**src/rtl/mem_ctrl_if.sv**
```systemverilog
// mem_ctrl_if: every signal between mem_ctrl and its surroundings except
// clk/rst. It carries the global controls (rdy, rollback), the byte-wide
// unified RAM port with the IO back-pressure flag, the LoadStoreBuffer
// request/response channel and the instruction-fetch request/response channel.
//   slave  : the controller side (mem_ctrl)
//   master : the core / RAM environment side
interface mem_ctrl_if #(
  parameter int ADDR_WIDTH = 32
);
  // global controls
  logic                  rdy;
  logic                  rollback;
  // unified RAM port
  logic [7:0]            mem_din;
  logic [7:0]            mem_dout;
  logic [ADDR_WIDTH-1:0] mem_a;
  logic                  mem_wr;
  logic                  io_buffer_full;
  // LoadStoreBuffer channel
  logic                  lsb_req_valid;
  logic                  lsb_req_store;
  logic [1:0]            lsb_req_size;
  logic                  lsb_req_signed;
  logic [ADDR_WIDTH-1:0] lsb_req_addr;
  logic [31:0]           lsb_req_wdata;
  logic                  lsb_ready;
  logic                  lsb_done;
  logic [31:0]           lsb_rdata;
  // instruction-fetch channel
  logic                  if_req_valid;
  logic [ADDR_WIDTH-1:0] if_req_addr;
  logic                  if_ready;
  logic                  if_done;
  logic [31:0]           if_rdata;

  modport slave (
    input  rdy, rollback, mem_din, io_buffer_full,
    input  lsb_req_valid, lsb_req_store, lsb_req_size, lsb_req_signed,
    input  lsb_req_addr, lsb_req_wdata, if_req_valid, if_req_addr,
    output mem_dout, mem_a, mem_wr,
    output lsb_ready, lsb_done, lsb_rdata, if_ready, if_done, if_rdata
  );

  modport master (
    output rdy, rollback, mem_din, io_buffer_full,
    output lsb_req_valid, lsb_req_store, lsb_req_size, lsb_req_signed,
    output lsb_req_addr, lsb_req_wdata, if_req_valid, if_req_addr,
    input  mem_dout, mem_a, mem_wr,
    input  lsb_ready, lsb_done, lsb_rdata, if_ready, if_done, if_rdata
  );
endinterface

```
**src/rtl/mem_ctrl.sv**
```systemverilog
// mem_ctrl: byte-serial RAM controller shared by the LoadStoreBuffer and
// instruction fetch. One transaction runs at a time. Loads and fetches are
// assembled little-endian from the byte port and extended; stores are emitted
// one byte per cycle. A rollback kills an in-flight read but never a store.
// Ports:
//   clk  : clock
//   rst  : synchronous, active-high reset
//   bus  : mem_ctrl_if.slave (controls, RAM port, LSB and fetch channels)
module mem_ctrl #(
  parameter int ADDR_WIDTH = 32,
  parameter int IO_SEL_LSB = 16
) (
  input  logic      clk,
  input  logic      rst,
  mem_ctrl_if.slave bus
);

  typedef enum logic [1:0] {S_IDLE, S_READ, S_WRITE} state_t;

  localparam logic M_LSB = 1'b0;
  localparam logic M_IF  = 1'b1;

  state_t                r_state;
  logic [2:0]            r_cnt;        // READ: cycle index-1; WRITE: byte index
  logic [1:0]            r_last;       // bytes in transaction minus one
  logic                  r_master;     // owner of the current read
  logic                  r_last_grant;
  logic [1:0]            r_size;
  logic                  r_signed;
  logic [ADDR_WIDTH-1:0] r_base;
  logic [ADDR_WIDTH-1:0] r_mem_a;
  logic [7:0]            r_mem_dout;
  logic                  r_wr;
  logic [31:0]           r_wdata;
  logic [31:0]           r_buf;
  logic                  r_lsb_done;
  logic                  r_if_done;
  logic [31:0]           r_lsb_rdata;
  logic [31:0]           r_if_rdata;

  logic                  w_idle;
  logic                  w_lsb_ok;
  logic                  w_if_ok;
  logic                  w_grant_lsb;
  logic                  w_grant_if;
  logic                  w_io_stall;
  logic [2:0]            w_cnt_nx;
  logic [1:0]            w_idx;
  logic [ADDR_WIDTH-1:0] w_next_a;
  logic [31:0]           w_asm;
  logic [31:0]           w_ext;
  logic [1:0]            w_req_last;

  // Arbitration. A load/fetch is not eligible while rollback is high, a store
  // always is. When both masters are eligible the one not served last wins.
  assign w_idle      = (r_state == S_IDLE) && bus.rdy;
  assign w_lsb_ok    = bus.lsb_req_valid && (bus.lsb_req_store || !bus.rollback);
  assign w_if_ok     = bus.if_req_valid && !bus.rollback;
  assign w_grant_lsb = w_idle && w_lsb_ok && (!w_if_ok || (r_last_grant == M_IF));
  assign w_grant_if  = w_idle && w_if_ok && (!w_lsb_ok || (r_last_grant == M_LSB));

  // ready is the grant qualified without the requester's own valid, so that
  // valid & ready is exactly the grant and the loser sees ready low.
  assign bus.lsb_ready = w_idle && (bus.lsb_req_store || !bus.rollback)
                         && !(w_if_ok && (r_last_grant == M_LSB));
  assign bus.if_ready  = w_idle && !bus.rollback
                         && !(w_lsb_ok && (r_last_grant == M_IF));

  // A write to the IO window waits while the IO sink is full.
  assign w_io_stall = (r_mem_a[IO_SEL_LSB+1:IO_SEL_LSB] == 2'b11) && bus.io_buffer_full;

  assign w_cnt_nx   = r_cnt + 3'd1;
  assign w_idx      = r_cnt[1:0] - 2'd1;
  assign w_next_a   = r_base + ADDR_WIDTH'(w_cnt_nx);
  assign w_req_last = (bus.lsb_req_size == 2'd0) ? 2'd0 :
                      (bus.lsb_req_size == 2'd1) ? 2'd1 : 2'd3;

  // Read data arriving this cycle belongs to the address driven last cycle,
  // i.e. byte r_cnt-1; merge it so the final cycle can extend in one go.
  always_comb begin
    w_asm = r_buf;
    if (r_cnt != 3'd0) w_asm[{w_idx, 3'b000} +: 8] = bus.mem_din;
    case (r_size)
      2'd0:    w_ext = {{24{r_signed & w_asm[7]}}, w_asm[7:0]};
      2'd1:    w_ext = {{16{r_signed & w_asm[15]}}, w_asm[15:0]};
      default: w_ext = w_asm;
    endcase
  end

  always_ff @(posedge clk) begin
    if (rst) begin
      r_state      <= S_IDLE;
      r_cnt        <= 3'd0;
      r_last       <= 2'd0;
      r_master     <= M_LSB;
      r_last_grant <= M_IF;
      r_size       <= 2'd0;
      r_signed     <= 1'b0;
      r_base       <= '0;
      r_mem_a      <= '0;
      r_mem_dout   <= 8'd0;
      r_wr         <= 1'b0;
      r_wdata      <= 32'd0;
      r_buf        <= 32'd0;
      r_lsb_done   <= 1'b0;
      r_if_done    <= 1'b0;
      r_lsb_rdata  <= 32'd0;
      r_if_rdata   <= 32'd0;
    end else if (bus.rdy) begin
      r_lsb_done <= 1'b0;
      r_if_done  <= 1'b0;
      case (r_state)
        S_IDLE: begin
          if (w_grant_lsb) begin
            r_cnt        <= 3'd0;
            r_buf        <= 32'd0;
            r_last_grant <= M_LSB;
            r_master     <= M_LSB;
            r_base       <= bus.lsb_req_addr;
            r_mem_a      <= bus.lsb_req_addr;
            r_size       <= bus.lsb_req_size;
            r_signed     <= bus.lsb_req_signed;
            r_wdata      <= bus.lsb_req_wdata;
            r_mem_dout   <= bus.lsb_req_wdata[7:0];
            r_last       <= w_req_last;
            if (bus.lsb_req_store) begin
              r_state <= S_WRITE;
              r_wr    <= 1'b1;
            end else begin
              r_state <= S_READ;
            end
          end else if (w_grant_if) begin
            r_cnt        <= 3'd0;
            r_buf        <= 32'd0;
            r_last_grant <= M_IF;
            r_master     <= M_IF;
            r_base       <= bus.if_req_addr;
            r_mem_a      <= bus.if_req_addr;
            r_size       <= 2'd2;
            r_signed     <= 1'b0;
            r_last       <= 2'd3;
            r_state      <= S_READ;
          end
        end

        S_READ: begin
          if (bus.rollback) begin
            r_state <= S_IDLE;
          end else begin
            if (r_cnt != 3'd0) r_buf <= w_asm;
            if (w_cnt_nx <= {1'b0, r_last}) r_mem_a <= w_next_a;
            // one extra cycle after the last address to catch its data
            if (r_cnt == ({1'b0, r_last} + 3'd1)) begin
              r_state <= S_IDLE;
              if (r_master == M_IF) begin
                r_if_done  <= 1'b1;
                r_if_rdata <= w_ext;
              end else begin
                r_lsb_done  <= 1'b1;
                r_lsb_rdata <= w_ext;
              end
            end
            r_cnt <= w_cnt_nx;
          end
        end

        S_WRITE: begin
          // stores are committed, so rollback is ignored here
          if (!w_io_stall) begin
            if (r_cnt[1:0] == r_last) begin
              r_state    <= S_IDLE;
              r_wr       <= 1'b0;
              r_lsb_done <= 1'b1;
            end else begin
              r_cnt      <= w_cnt_nx;
              r_mem_a    <= w_next_a;
              r_mem_dout <= r_wdata[{w_cnt_nx[1:0], 3'b000} +: 8];
            end
          end
        end

        default: r_state <= S_IDLE;
      endcase
    end
  end

  assign bus.mem_a     = r_mem_a;
  assign bus.mem_dout  = r_mem_dout;
  assign bus.mem_wr    = r_wr && bus.rdy && !w_io_stall;
  assign bus.lsb_done  = r_lsb_done;
  assign bus.lsb_rdata = r_lsb_rdata;
  assign bus.if_done   = r_if_done;
  assign bus.if_rdata  = r_if_rdata;

endmodule
```
**src/flat_wrapper.sv**
```systemverilog
// flat-port wrapper written by rule: the top's interface ports become plain ports
module mem_ctrl_flat 
#(
  parameter int ADDR_WIDTH = 32,
  parameter int IO_SEL_LSB = 16
)
  (clk, rst, bus_rdy, bus_rollback, bus_mem_din, bus_io_buffer_full, bus_lsb_req_valid, bus_lsb_req_store, bus_lsb_req_size, bus_lsb_req_signed, bus_lsb_req_addr, bus_lsb_req_wdata, bus_if_req_valid, bus_if_req_addr, bus_mem_dout, bus_mem_a, bus_mem_wr, bus_lsb_ready, bus_lsb_done, bus_lsb_rdata, bus_if_ready, bus_if_done, bus_if_rdata);
  mem_ctrl_if #(.ADDR_WIDTH(ADDR_WIDTH)) bus_i ();
  input  logic clk;
  input  logic rst;
  input wire logic [$bits(bus_i.rdy)-1:0] bus_rdy;
  input wire logic [$bits(bus_i.rollback)-1:0] bus_rollback;
  input wire logic [$bits(bus_i.mem_din)-1:0] bus_mem_din;
  input wire logic [$bits(bus_i.io_buffer_full)-1:0] bus_io_buffer_full;
  input wire logic [$bits(bus_i.lsb_req_valid)-1:0] bus_lsb_req_valid;
  input wire logic [$bits(bus_i.lsb_req_store)-1:0] bus_lsb_req_store;
  input wire logic [$bits(bus_i.lsb_req_size)-1:0] bus_lsb_req_size;
  input wire logic [$bits(bus_i.lsb_req_signed)-1:0] bus_lsb_req_signed;
  input wire logic [$bits(bus_i.lsb_req_addr)-1:0] bus_lsb_req_addr;
  input wire logic [$bits(bus_i.lsb_req_wdata)-1:0] bus_lsb_req_wdata;
  input wire logic [$bits(bus_i.if_req_valid)-1:0] bus_if_req_valid;
  input wire logic [$bits(bus_i.if_req_addr)-1:0] bus_if_req_addr;
  output wire logic [$bits(bus_i.mem_dout)-1:0] bus_mem_dout;
  output wire logic [$bits(bus_i.mem_a)-1:0] bus_mem_a;
  output wire logic [$bits(bus_i.mem_wr)-1:0] bus_mem_wr;
  output wire logic [$bits(bus_i.lsb_ready)-1:0] bus_lsb_ready;
  output wire logic [$bits(bus_i.lsb_done)-1:0] bus_lsb_done;
  output wire logic [$bits(bus_i.lsb_rdata)-1:0] bus_lsb_rdata;
  output wire logic [$bits(bus_i.if_ready)-1:0] bus_if_ready;
  output wire logic [$bits(bus_i.if_done)-1:0] bus_if_done;
  output wire logic [$bits(bus_i.if_rdata)-1:0] bus_if_rdata;
  assign bus_i.rdy = bus_rdy;
  assign bus_i.rollback = bus_rollback;
  assign bus_i.mem_din = bus_mem_din;
  assign bus_i.io_buffer_full = bus_io_buffer_full;
  assign bus_i.lsb_req_valid = bus_lsb_req_valid;
  assign bus_i.lsb_req_store = bus_lsb_req_store;
  assign bus_i.lsb_req_size = bus_lsb_req_size;
  assign bus_i.lsb_req_signed = bus_lsb_req_signed;
  assign bus_i.lsb_req_addr = bus_lsb_req_addr;
  assign bus_i.lsb_req_wdata = bus_lsb_req_wdata;
  assign bus_i.if_req_valid = bus_if_req_valid;
  assign bus_i.if_req_addr = bus_if_req_addr;
  assign bus_mem_dout = bus_i.mem_dout;
  assign bus_mem_a = bus_i.mem_a;
  assign bus_mem_wr = bus_i.mem_wr;
  assign bus_lsb_ready = bus_i.lsb_ready;
  assign bus_lsb_done = bus_i.lsb_done;
  assign bus_lsb_rdata = bus_i.lsb_rdata;
  assign bus_if_ready = bus_i.if_ready;
  assign bus_if_done = bus_i.if_done;
  assign bus_if_rdata = bus_i.if_rdata;
  mem_ctrl #(.ADDR_WIDTH(ADDR_WIDTH), .IO_SEL_LSB(IO_SEL_LSB)) u_core (.clk(clk), .rst(rst), .bus(bus_i));
endmodule
```
**config.mk**
```make
export PLATFORM = sky130hd
export DESIGN_NAME = mem_ctrl_flat
export DESIGN_NICKNAME = d
export VERILOG_FILES = /design/src/rtl/mem_ctrl_if.sv /design/src/rtl/mem_ctrl.sv /design/src/flat_wrapper.sv
export SDC_FILE = /design/constraint.sdc
export NUM_CORES = 1
export LEC_CHECK = 0
export ABC_CLOCK_PERIOD_IN_PS = 5200
export CAP_MARGIN = 25
export CORE_MARGIN = 4
export CORE_UTILIZATION = 51
export CTS_CLUSTER_DIAMETER = 40
export DETAILED_ROUTE_END_ITERATION = 16
export PLACE_DENSITY_LB_ADDON = 0.05
export SLEW_MARGIN = 40
export SYNTH_ARGS = -nofsm -noshare
export SYNTH_HDL_FRONTEND = slang
export SYNTH_SLANG_ARGS = --single-unit
```
**constraint.sdc**
```tcl
create_clock -name clk -period 5.2 [get_ports clk]
set_clock_uncertainty 0.1 [all_clocks]
set_input_delay 1.56 -clock clk [delete_from_list [all_inputs] [get_ports clk]]
set_output_delay 1.56 -clock clk [all_outputs]
set_load 0.005 [all_outputs]
```
; After elaboration in Yosys (flattened, before gate mapping)
; Cells that the tools add are included.
[totals]
regBits = 215
out_inout_bits = 109
inputBits = 115
latchBits = 0
mem_bits_rw = 0
romBits = 0
memories = 0
word_cells = 149
[classes]
n_reduce_logical = 43
n_eq_ne = 17
shifts = 3
muxes = 58
n_bitwise = 5
magnitude_cmp = 1
multipliers = 0
addsub = 5
div = 0
[ops]
columns = op, count
row1 = $mux 32, 11
row2 = $pmux 32 s2, 2
row3 = $pmux 32 s3, 1
row4 = $add 32x3->32, 1
row5 = $bwmux 32, 1
row6 = $shift 8x7->32 const A, 1
row7 = $shiftx 32x6->8, 1
row8 = $shiftx 8x7->32, 1
row9 = $mux 2, 13
row10 = $reduce_and 5->1, 5
row11 = $mux 8, 3
row12 = $mux 1, 17
row13 = $logic_and 1x1->1, 16
row14 = $pmux 8 s2, 1
row15 = $mux 3, 5
row16 = $reduce_and 6->1, 2
row17 = $pmux 3 s3, 1
row18 = $ne 2x1->1 const B, 4
row19 = $ne 2x2->1 const B, 4
row20 = $neg 5->7, 1
row21 = $reduce_and 7->1, 1
row22 = $eq 2x1->1 const B, 3
row23 = $logic_not 1->1, 6
row24 = $logic_not 2->1, 3
row25 = 17 further kinds, 28

; Longest topological paths before layout
[depth]
ltp_word = 9
depth_mapped = 13
ltp_nobuf = 10

; Worst setup path before layout
; No wires, ideal clock.
[synth_path]
kind = input -> output
start = input bus_rollback
end = output bus_lsb_ready
t_required_ps = 3540
path_slack_ps = 1459
arrival_ps = 2081
path_buffers = 0
cell_stages = 2
cell_sequence = or3b_1 > and3_1
[synth_between]
elab_chain_len = 5
word_cells_on_any_way = 7
cone_classes = reduce/logical (7)
[synth_lines]
columns = item, line
row1 = from (decl), flat_wrapper.sv:12  ; input wire logic [$bits(bus_i.rollback)-1:0] bus_rollback;
row2 = $logic_not 1->1 *, "mem_ctrl.sv:58, mem_ctrl.sv:64"
row3 = $logic_and 1x1->1, mem_ctrl.sv:58  ; assign w_if_ok = bus.if_req_valid && !bus.rollback;
row4 = $logic_and 1x1->1, mem_ctrl.sv:65  ; && !(w_if_ok && (r_last_grant == M_LSB));
row5 = $logic_not 1->1, mem_ctrl.sv:65
row6 = $logic_and 1x1->1 *, mem_ctrl.sv:65
row7 = to (decl), flat_wrapper.sv:26  ; output wire logic [$bits(bus_i.lsb_ready)-1:0] bus_lsb_ready;
; Every way passes the cells marked *; elsewhere a longest branch is shown, timed or not.

; Worst setup path after layout
[layout_path]
start = input bus_rdy
end = output bus_if_ready
[layout_between]
elab_chain_len = 3
[layout_lines]
columns = item, line
row1 = from (decl), flat_wrapper.sv:11  ; input wire logic [$bits(bus_i.rdy)-1:0] bus_rdy;
row2 = $logic_and 1x1->1, mem_ctrl.sv:56  ; assign w_idle = (r_state == S_IDLE) && bus.rdy;
row3 = $logic_and 1x1->1, mem_ctrl.sv:66  ; assign bus.if_ready = w_idle && !bus.rollback
row4 = $logic_and 1x1->1, mem_ctrl.sv:67  ; && !(w_lsb_ok && (r_last_grant == M_IF));
row5 = to (decl), flat_wrapper.sv:29  ; output wire logic [$bits(bus_i.if_ready)-1:0] bus_if_ready;
; No other way between the ends.

==> flow_summary.toml <==
[sta]
fin_setup_tns_ns = 0
setup_viol = 0
period_share_pct = 91.7
finalCriticalPeriod_ns = 4.77
max_slew_margin_pct = 46.9
drv_slew = 0
hold_viol = 0
clock.fmax_mhz = 210
rsz0062_at_grt = "false"
tightestPinTransition_ns = 0.796

[power]
p_leak_nw = 4.62
power_density_nw_per_um2 = 345
ir_drop_uv = 199
p_total_mw = 4.71

[detailed_routing]
drc = 0
firstDrtPassIters = 5
post_drt_wl_per_cell_um = 16.9
avgViaCountPerCell = 5.60
drtIter0Drc = 576
drtAntennaViolNets = 0
via_count = 9423
wirelength_um = 28400

[critical_path]
crit_slowest_cell = "clkdlybuf4s50_1"
cp_common_cell = "clkdlybuf4s50_1"
arrival_ns = 3.11
r2r-start = "u_core.r_cnt[1]"
cp_max_fo = 8
crit_required_ns = 3.54
crit_path_cell_trace = "clkdlybuf4s50_1 > and2b_1 > and3_1 > clkdlybuf4s50_1"
critPathKind = "in -> out"
start_kind = "input pin"
end_kind = "output pin"
startpoint = "bus_rdy"
slowest_delay_ns = 0.61

[logic_synthesis]
synth_warnings = 0
yosysTopAreaCell = "dfxtp_1"
synth_top_cell_area_share_pct = 42.6
synthCells = 1215
ys.flop_type = "dfxtp_1"
yosysMostFrequentCell = "dfxtp_1"
synth_edf_count = 0
seq_area_frac_synth_pct = 42.6
synth_area_sq_um = 10100
synthTopCellsByCount = "dfxtp_1 (215), nor2_1 (175), nand2_1 (170)"
synth.distinct_cells = 65
async_flop_share_pct = 0
ys_seq_elements = 215
synth.avg_cell_area_sq_um = 8.31
ys_top_cells_by_area = "dfxtp_1 (43%), a211oi_1 (6.7%), nor2_1 (6.5%), nand2_1 (6.3%), a21oi_1 (5.0%)"
synth_nets = 1346

[clock_network]
cts_buffers = 35
clk_pin_slew_ns = 0.05
cts.sinks = 215
ctsHoldBuffers = 0
htree_levels = 2
ctsResizeCount = 0
clk_latency_ns = 0.49
root_buffer = "clkbuf_16"
cts_tree = "yes"
postCtsSetupBuffers = 0
ctsLongestPathBuffers = 3

[global_route]
overflow = 0
grt_pass1_vias = 9137
grt_pass1_wl_um = 46100
grt_max_degree = 91
track_usage_pct = 25.2
antenna_found_initial = 1

[layout]
fin_nets = 1525
drive_above_1_share_pct = 7.12
area_growth_pct = 34.9
diodes = 0
nFillCells = 1619
final_cells = 1684

[place]
gp_congestion = 0.878
dp_hpwl_um = 19300
io_buffer_count = 223
placed_cells = 1622

[worst_hold_path]
min_path_type = "reg -> reg"
hp-start = "u_core.r_wdata[7]"

[floorplan]
start_util_pct = 51.9
num_rows = 51
dieArea_sq_um = 22100
core-area_sq_um = 19500
die_y_um = 149
die_x_um = 149
ios = 224

[flow_run]
maxCapViolCount = 0

[run_status]
status = "complete, no violations"
==> cells by family after synthesis <==
logic type | Yosys count | synth area share [%]
DFF | 215 | 42.6
adders and majority gates | 16 | 2.06
muxes | 41 | 5.07
AOI/OAI and AO/OA | 329 | 22.6
and+or+nand+nor | 466 | 20.3
xor gates and xnor gates | 26 | 2.26
buffers and inverters | 122 | 5.12
==> through the flow <==
| step | util (%) | worst slack (ns) | instance area [sq um] | hold WS [ns] |
|---|---|---|---|---|
| after floorplan | - | 1.46 | 10100 | 0.333 |
| after global placement | 63.7 | 0.472 | 12400 | 0.333 |
| after detailed placement | 63.7 | 0.469 | 12400 | 0.343 |
| after CTS | 70.0 | 0.451 | 13600 | 0.351 |
| after global routing | 70.0 | 0.367 | 13600 | 0.369 |
| final | 70.0 | 0.434 | 13600 | 0.351 |
==> worst max-delay path, delay by kind of cell <==
family                 cells  cell delay [ns]
buffers and inverters      2             1.11
and+or+nand+nor            2             0.43
==> routing by layer <==
| metal | up-vias | part of all wire, % | global-route usage, % |
|---|---|---|---|
| li1 | 4687 | - | - |
| met1 | 4369 | 44 | 34.7 |
| met2 | 323 | 47 | 40.3 |
| met3 | 42 | 7.4 | 4.69 |
| met4 | 2 | 2.0 | 7.81 |
| met5 | - | 0.046 | 0 |
==> flip-flops by register name, indices dropped and copies added, names as in the netlist, 2 cells and up <==
name                  count
u_core.r_last             2
u_core.r_state            2
u_core.bus.if_rdata      32
u_core.bus.mem_a         32
u_core.r_size             2
u_core.r_buf             32
u_core.bus.lsb_rdata     32
u_core.r_wdata           32
u_core.bus.mem_dout       8
u_core.r_cnt              3
u_core.r_base            32
==> cell type report <==
| type | instances | area (sq um) | share of cell area [%] |
|---|---|---|---|
| clock buffer | 43 | 968 | 7.11 |
| clock inverter | 19 | 255 | 1.87 |
| inverter | 24 | 90.1 | 0.661 |
| multi-input combinational | 878 | 5300 | 38.9 |
| sequential | 215 | 4300 | 31.6 |
| tap | 265 | 332 | 2.43 |
| timing repair buffer | 240 | 2370 | 17.4 |
==> final timing paths <==
path	end	slack (ns)	depth (start not counted)
setup reg to reg	u_core.bus.mem_a[27]	1.67	9
hold / removal	u_core.r_wdata[7]	0.35	2
setup / recovery	bus_if_ready	0.43	4
hold reg to reg	u_core.r_wdata[7]	0.35	2
==> placed cells by master (no fill, tap or decap), drive strengths merged, types with 27 or more instances in the layout <==
master / synthesis / final
a211oi: 90 / 90
a21oi: 100 / 100
clkbuf: 55 / 43
clkdlybuf4s50: 0 / 222
dfxtp: 215 / 215
inv: 24 / 31
mux2i: 32 / 32
nand2: 171 / 171
nand3: 38 / 38
nor2: 176 / 176
o21ai: 27 / 27
==> power breakdown <==
group | leakage [nW] | internal (mW) | switching (mW) | total [mW]
clock network | 0.597 | 1.59 | 0.816 | 2.40
registers | 1.74 | 1.72 | 0.0578 | 1.78
logic | 2.28 | 0.252 | 0.277 | 0.529
total | 4.62 | 3.55 | 1.15 | 4.71
No activity file was read; power rests on OpenSTA's default activity.
==> RTL edit 1, RTL diff (config.mk and constraints unchanged) <==
`ADDR_WIDTH` is set to 32 in 3 places; all go to 28.
--- a/src/rtl/mem_ctrl_if.sv
+++ b/src/rtl/mem_ctrl_if.sv
@@ -5,7 +5,7 @@
 //   slave  : the controller side (mem_ctrl)
 //   master : the core / RAM environment side
 interface mem_ctrl_if #(
-  parameter int ADDR_WIDTH = 32
+  parameter int ADDR_WIDTH = 28
 );
   // global controls
   logic                  rdy;
--- a/src/rtl/mem_ctrl.sv
+++ b/src/rtl/mem_ctrl.sv
@@ -7,7 +7,7 @@
 //   rst  : synchronous, active-high reset
 //   bus  : mem_ctrl_if.slave (controls, RAM port, LSB and fetch channels)
 module mem_ctrl #(
-  parameter int ADDR_WIDTH = 32,
+  parameter int ADDR_WIDTH = 28,
   parameter int IO_SEL_LSB = 16
 ) (
   input  logic      clk,
--- a/src/flat_wrapper.sv
+++ b/src/flat_wrapper.sv
@@ -1,7 +1,7 @@
 // flat-port wrapper written by rule: the top's interface ports become plain ports
 module mem_ctrl_flat 
 #(
-  parameter int ADDR_WIDTH = 32,
+  parameter int ADDR_WIDTH = 28,
   parameter int IO_SEL_LSB = 16
 )
   (clk, rst, bus_rdy, bus_rollback, bus_mem_din, bus_io_buffer_full, bus_lsb_req_valid, bus_lsb_req_store, bus_lsb_req_size, bus_lsb_req_signed, bus_lsb_req_addr, bus_lsb_req_wdata, bus_if_req_valid, bus_if_req_addr, bus_mem_dout, bus_mem_a, bus_mem_wr, bus_lsb_ready, bus_lsb_done, bus_lsb_rdata, bus_if_ready, bus_if_done, bus_if_rdata);
Interface: changed (resized bus_if_req_addr, bus_lsb_req_addr and bus_mem_a); port bits go from 224 to 212. No check against the original RTL was run, so the function may have changed too.
==> RTL edit 1 against the unedited design <==
  * Global-route usage decreased by 0.072 points
  * Total power is 9.3% lower
  * Synthesized cell count is 2.1% lower
  * Sequential power decreased by 4%
  * Fmax fell by 1.7%
  * Sequential cell count down 8
  * Worst setup slack got worse by 0.082 ns
  * Cell area fell by 2.6%
  * Hold slack got worse by 0.0033 ns
  * Wire length rose by 0.62%
  * Critical path type unchanged
  * Highest routed layer is now met4
  * Final cell count is 2.7% lower
  * Core utilization hardly changed
  * Synthesized area shrank 1.2%
==> RTL edit 1: results (changes against the unedited design) <==
Logic synthesis
  – Synth area leaders: dfxtp_1, a211oi_1, nand2_1 (was dfxtp_1, a211oi_1, nor2_1)
  – Synth top cells by count: dfxtp_1, nand2_1, nor2_1 (was dfxtp_1, nor2_1, nand2_1)
  – Sequential-to-total area share from yosys stat: 0.416 (was 0.426)
  – Netlist cell types: 69 (was 65)
  – Synthesized Nets: 1312 (was 1346)

Worst setup path
  – Max FO, Critical Path: 7 (was 8)
  – Worst R2R Start: u_core.r_cnt[0] (was u_core.r_cnt[1])
  – R2R setup slack: 1.55 ns (was 1.67 ns)
  – R2R depth: 7 (was 9)
  – Arrival time worst endpoint: 3.19 ns (was 3.11 ns)
  – Reg2reg end: u_core.bus.lsb_rdata[23] (was u_core.bus.mem_a[27])

Drt
  – WL per Instance: 17.4 microns (was 16.9 microns)
  – Initial DRC count: 640 (was 576)
  – Drt pass-1 iters: 6 (was 5)
  – Via count: 9471 (was 9423)

Placed design
  – I/O Buffers: 211 (was 223)
  – Detailed Place HPWL: 19300 microns (about the same)
  – Post-place instance area: 12200 sq um (was 12400 sq um)
  – Routability Congestion: 0.822 (was 0.878)

Finish
  – Nets: 1482 (was 1525)
  – Layout cells sized above 1: 0.0740 (was 0.0712)
  – Filler Cells Inserted: 1535 (was 1619)

Clocking
  – Post-CTS Setup Repair Bufs: 0 (unchanged)
  – H-Tree Level Count: 1 (was 2)
  – Worst-Skew Late Latency: 0.53 ns (was 0.49 ns)
  – Cts bufs inserted: 29 (was 35)

Pwr
  – Combinational Power Share: 0.122 (was 0.112)
  – Leakage: 0.00457 uW (was 0.00462 uW)
  – Clock share of power: 0.478 (was 0.510)
  – Max VDD drop: 0.000255 V (was 0.000199 V)
  – Switching power: 1060 uW (was 1150 uW)

Global routing
  – Initial antenna violation count: 0 (was 1)
  – First-pass GRT wire length: 46000 microns (was 46100 microns)
  – Total GRT Usage: 0.251 (was 0.252)

STA
  – Slew HR: 0.407 (was 0.469)

Outcome
  – Status: completed (unchanged)

Min path
  – Worst Hold Launch: u_core.r_buf[3] (was u_core.r_wdata[7])
  – Hold Path End: u_core.r_buf[3] (was u_core.r_wdata[7])
## RTL edit 1: cell types whose count changed in the layout (fill, tap and decap cells not counted), sizes merged, moves of 12 or more
| cell | before | now |
|---|---|---|
| mux2i | 32 | 58 |
| nand4 | 6 | 19 |
| nor2 | 176 | 134 |
| a311oi | 16 | 2 |
| nand3b | 0 | 13 |
| inv | 31 | 15 |
| clkdlybuf4s50 | 222 | 210 |
| a2bb2oi | 18 | 0 |
| xnor2 | 20 | 8 |
| a21oi | 100 | 86 |
## RTL edit 1: worst max-delay path, cell delays in order
cell	delay (ns)
clkdlybuf4s50_1	0.52
or3b_2	0.51
and3_1	0.16
clkdlybuf4s50_1	0.44
## RTL edit 1: cell families after synthesis
family          Yosys count  synth area share
compound gates          292             0.204
xor+xnor                 14            0.0123
fa+ha+maj                16            0.0208
buf+inv                 110            0.0428
flops                   207             0.416
mux                      69            0.0797
simple gates            481             0.225
## RTL edit 1: how the worst max path moves through the flow
stage / slack (ns) / end / startpoint / depth (start not counted)
floorplan: 1.34 / bus_lsb_ready / bus_rdy / 4
global placement: 0.38 / bus_lsb_ready / bus_rollback / 4
detailed placement: 0.37 / bus_lsb_ready / bus_rollback / 4
CTS: 0.35 / bus_lsb_ready / bus_rollback / 4
global route: 0.30 / bus_lsb_ready / bus_rollback / 4
finish: 0.35 / bus_lsb_ready / bus_rollback / 4
## RTL edit 1: layout make-up
type | count | area share
multi-input combinational | 872 | 0.410
sequential | 207 | 0.312
timing repair buffer | 233 | 0.172
clock buffer | 34 | 0.0576
tap | 260 | 0.0245
clock inverter | 17 | 0.0186
inverter | 16 | 0.00453
## RTL edit 1: per-layer routing
| layer | share of wire | vias up | track usage | wire [microns] |
|---|---|---|---|---|
| li1 | - | 4622 | - | - |
| met1 | 0.44 | 4433 | 0.351 | 12700 |
| met2 | 0.46 | 375 | 0.408 | 13200 |
| met3 | 0.078 | 41 | 0.0429 | 2220 |
| met4 | 0.017 | 0 | 0.0605 | 488 |
| met5 | 0 | - | 0 | 0 |
## RTL edit 1: per-stage QoR
| step | hold slack, ns | utilization | total power, uW | instances | setup slack (ns) |
|---|---|---|---|---|---|
| 2_1_floorplan | 0.327 | - | 2020 | 1189 | 1.34 |
| 6_report | 0.347 | 0.700 | 4270 | 1639 | 0.352 |
| 3_5_place_dp | 0.337 | 0.646 | 2260 | 1588 | 0.367 |
| 3_3_place_gp | 0.333 | 0.646 | 2250 | 1588 | 0.384 |
| 5_1_grt | 0.367 | 0.700 | 4420 | 1639 | 0.299 |
| 4_1_cts | 0.349 | 0.699 | 4290 | 1639 | 0.354 |
==> RTL edit 2, RTL diff (same flow settings) <==
Made on the original files. Reset style: asynchronous (`rst`), changed in one clocked block. Comments in the files are not updated.
--- a/src/rtl/mem_ctrl.sv
+++ b/src/rtl/mem_ctrl.sv
@@ -87,7 +87,7 @@
     endcase
   end
 
-  always_ff @(posedge clk) begin
+  always_ff @(posedge clk or posedge rst) begin
     if (rst) begin
       r_state      <= S_IDLE;
       r_cnt        <= 3'd0;
Check against the original RTL: differs if rst is asserted again (counterexample within 4 cycles, from zero or initial values and one cycle with rst high); with rst held inactive, the same outputs for 4 cycles.
==> RTL edit 2 against the unedited design <==
  * First-iteration DRC count is 3.3% lower
  * Sequential cell count stayed put
  * Cell area is 8.1% higher
  * Wire length is 7.3% higher
  * Synthesized area is 9.4% higher
  * Highest routed layer is now met4
  * Worst setup slack worse by 0.17 ns
  * Critical path type unchanged
  * Core utilization is 0.39 points lower
Power is not compared: it rests on default switching activity, and its combinational part moved more than twofold at a synthesized area within 25%.
==> RTL edit 2: results (changes against the unedited design) <==
Placed design
  – I/O Buffers: 223 (unchanged)
  – Place WS: 0.254 ns (was 0.469 ns)
  – Detailed Place HPWL: 21200 microns (was 19300 microns)
  – Post-place instance area: 13500 sq um (was 12400 sq um)
  – Routability Congestion: 0.867 (was 0.878)

Clocking
  – Post-cts sizing count: 0 (unchanged)
  – CTS clock-pin slew for the worst setup and hold paths: 0.05 ns (about the same)
  – Worst-Skew Late Latency: 0.50 ns
  – H-Tree Level Count: 2 (unchanged)
  – Post-CTS Setup Repair Bufs: 0 (unchanged)
  – Root buffer cell: clkbuf_16 (unchanged)
  – CTS Buffer Depth: 3 (unchanged)
  – Cts bufs inserted: 35 (unchanged)

Logic synthesis
  – Netlist cell types: 64 (was 65)
  – Sequential-to-total area share from yosys stat: 0.487 (was 0.426)
  – Synthesized Nets: 1220 (was 1346)
  – Synth top cells by count: dfrtp_1, nand2_1, mux2_2 (was dfxtp_1, nor2_1, nand2_1)
  – Synth area leaders: dfrtp_1, mux2_2, nand2_1 (was dfxtp_1, a211oi_1, nor2_1)
  – FFs w/ async S/R, synth: 1.00 (was 0)
  – YS warnings: 0 (unchanged)

Global routing
  – Largest net degree at the start of global routing: 80 (was 91)
  – Total GRT Usage: 0.251 (was 0.252)
  – Initial antenna violation count: 0 (was 1)
  – First-pass GRT wire length: 49300 microns (was 46100 microns)

Finish
  – Ant diodes: 0 (unchanged)
  – Layout cells sized above 1: 0.142 (was 0.0712)
  – Filler Cells Inserted: 1657 (was 1619)
  – Nets: 1431 (was 1525)
  – Core Util, Final: 0.696 (was 0.700)

Outcome
  – Status: completed (unchanged)

Min path
  – Worst hold path class: flop to flop (unchanged)

Pwr
  – Max VDD drop: 0.000329 V
  – Leakage: 0.00648 uW

Drt
  – Via count: 9275 (was 9423)
  – Initial DRC count: 557 (was 576)
  – Drt pass-1 iters: 5 (unchanged)
  – Routed WL: 30500 microns (was 28400 microns)

Worst setup path
  – Arrival time worst endpoint: 3.28 ns (was 3.11 ns)
  – Max FO, Critical Path: 5 (was 8)

STA
  – Slew HR: 0.449 (was 0.469)
  – Max-slew violation count: 0 (unchanged)
  – Fin. Hold Viols: 0 (unchanged)
[RTL edit 2: cell count changes after synthesis, moves of 17 or more]
cell / delta
dfxtp_1: -215
dfrtp_1: +214
nor2_1: -126
mux2_2: +80
a211oi_1: -78
a21oi_1: -70
o21ai_0: +28
nand3_1: -19
a31oi_1: +18
a2bb2oi_1: -17
[RTL edit 2: cell type report]
cell class	count	share of cell area
sequential	215	0.365
tap	275	0.0234
inverter	24	0.00637
clock inverter	22	0.0150
clock buffer	41	0.0653
multi-input combinational	778	0.359
timing repair buffer	246	0.166
[RTL edit 2: path summary, 6_finish.rpt]
| path | cells past startpoint | end | slack [ns] | startpoint |
|---|---|---|---|---|
| max | 4 | bus_lsb_ready | 0.26 | bus_if_req_valid |
| min | 2 | u_core.r_wdata[18] | 0.37 | u_core.r_wdata[18] |
| max reg2reg | 7 | u_core.bus.mem_a[30] | 1.66 | u_core.r_state[0] |
| min reg2reg | 2 | u_core.r_wdata[18] | 0.37 | u_core.r_wdata[18] |
| max in group asynchronous | 3 | u_core.r_base[27] | 2.66 | rst |
| min in group asynchronous | 2 | u_core.bus.lsb_rdata[28] | 1.44 | rst |
[RTL edit 2: per-layer routing]
metal / vias up / GRT usage / share of wire
li1: 4381 / - / -
met1: 4558 / 0.339 / 0.43
met2: 284 / 0.414 / 0.49
met3: 52 / 0.0465 / 0.059
met4: 0 / 0.0828 / 0.025
met5: - / 0 / 0
[RTL edit 2: power by group]
group	switching (uW)	total (uW)	leakage (uW)	internal, uW
combinational	1590	2960	0.00316	1370
sequential	422	2590	0.00275	2170
clock	843	2290	0.000570	1450
[RTL edit 2: kinds of logic (layout without fill, tap and decap cells)]
logic type                 count (synthesis)  count (layout)  synth area share
AOI/OAI and AO/OA                        237             237             0.150
xor gates and xnor gates                  15              15            0.0119
adders and majority gates                 16              16            0.0188
buffers and inverters                     96             333            0.0355
DFF                                      215             215             0.487
muxes                                    122             122             0.129
and+or+nand+nor                          388             388             0.168
[RTL edit 2: metrics by stage]
stage               power (uW)  hold slack (ns)  instances
finish                    7850            0.373       1601
global route              8340            0.392       1601
global placement          5490            0.353       1537
floorplan                 4430            0.340       1089
detailed placement        5550            0.362       1537
CTS                       7890            0.375       1600
[RTL edit 2: worst max-delay path: stages]
cell and delay (ns):
clkdlybuf4s50_1 0.58, or3b_1 0.47, and3_1 0.21, clkdlybuf4s50_1 0.46
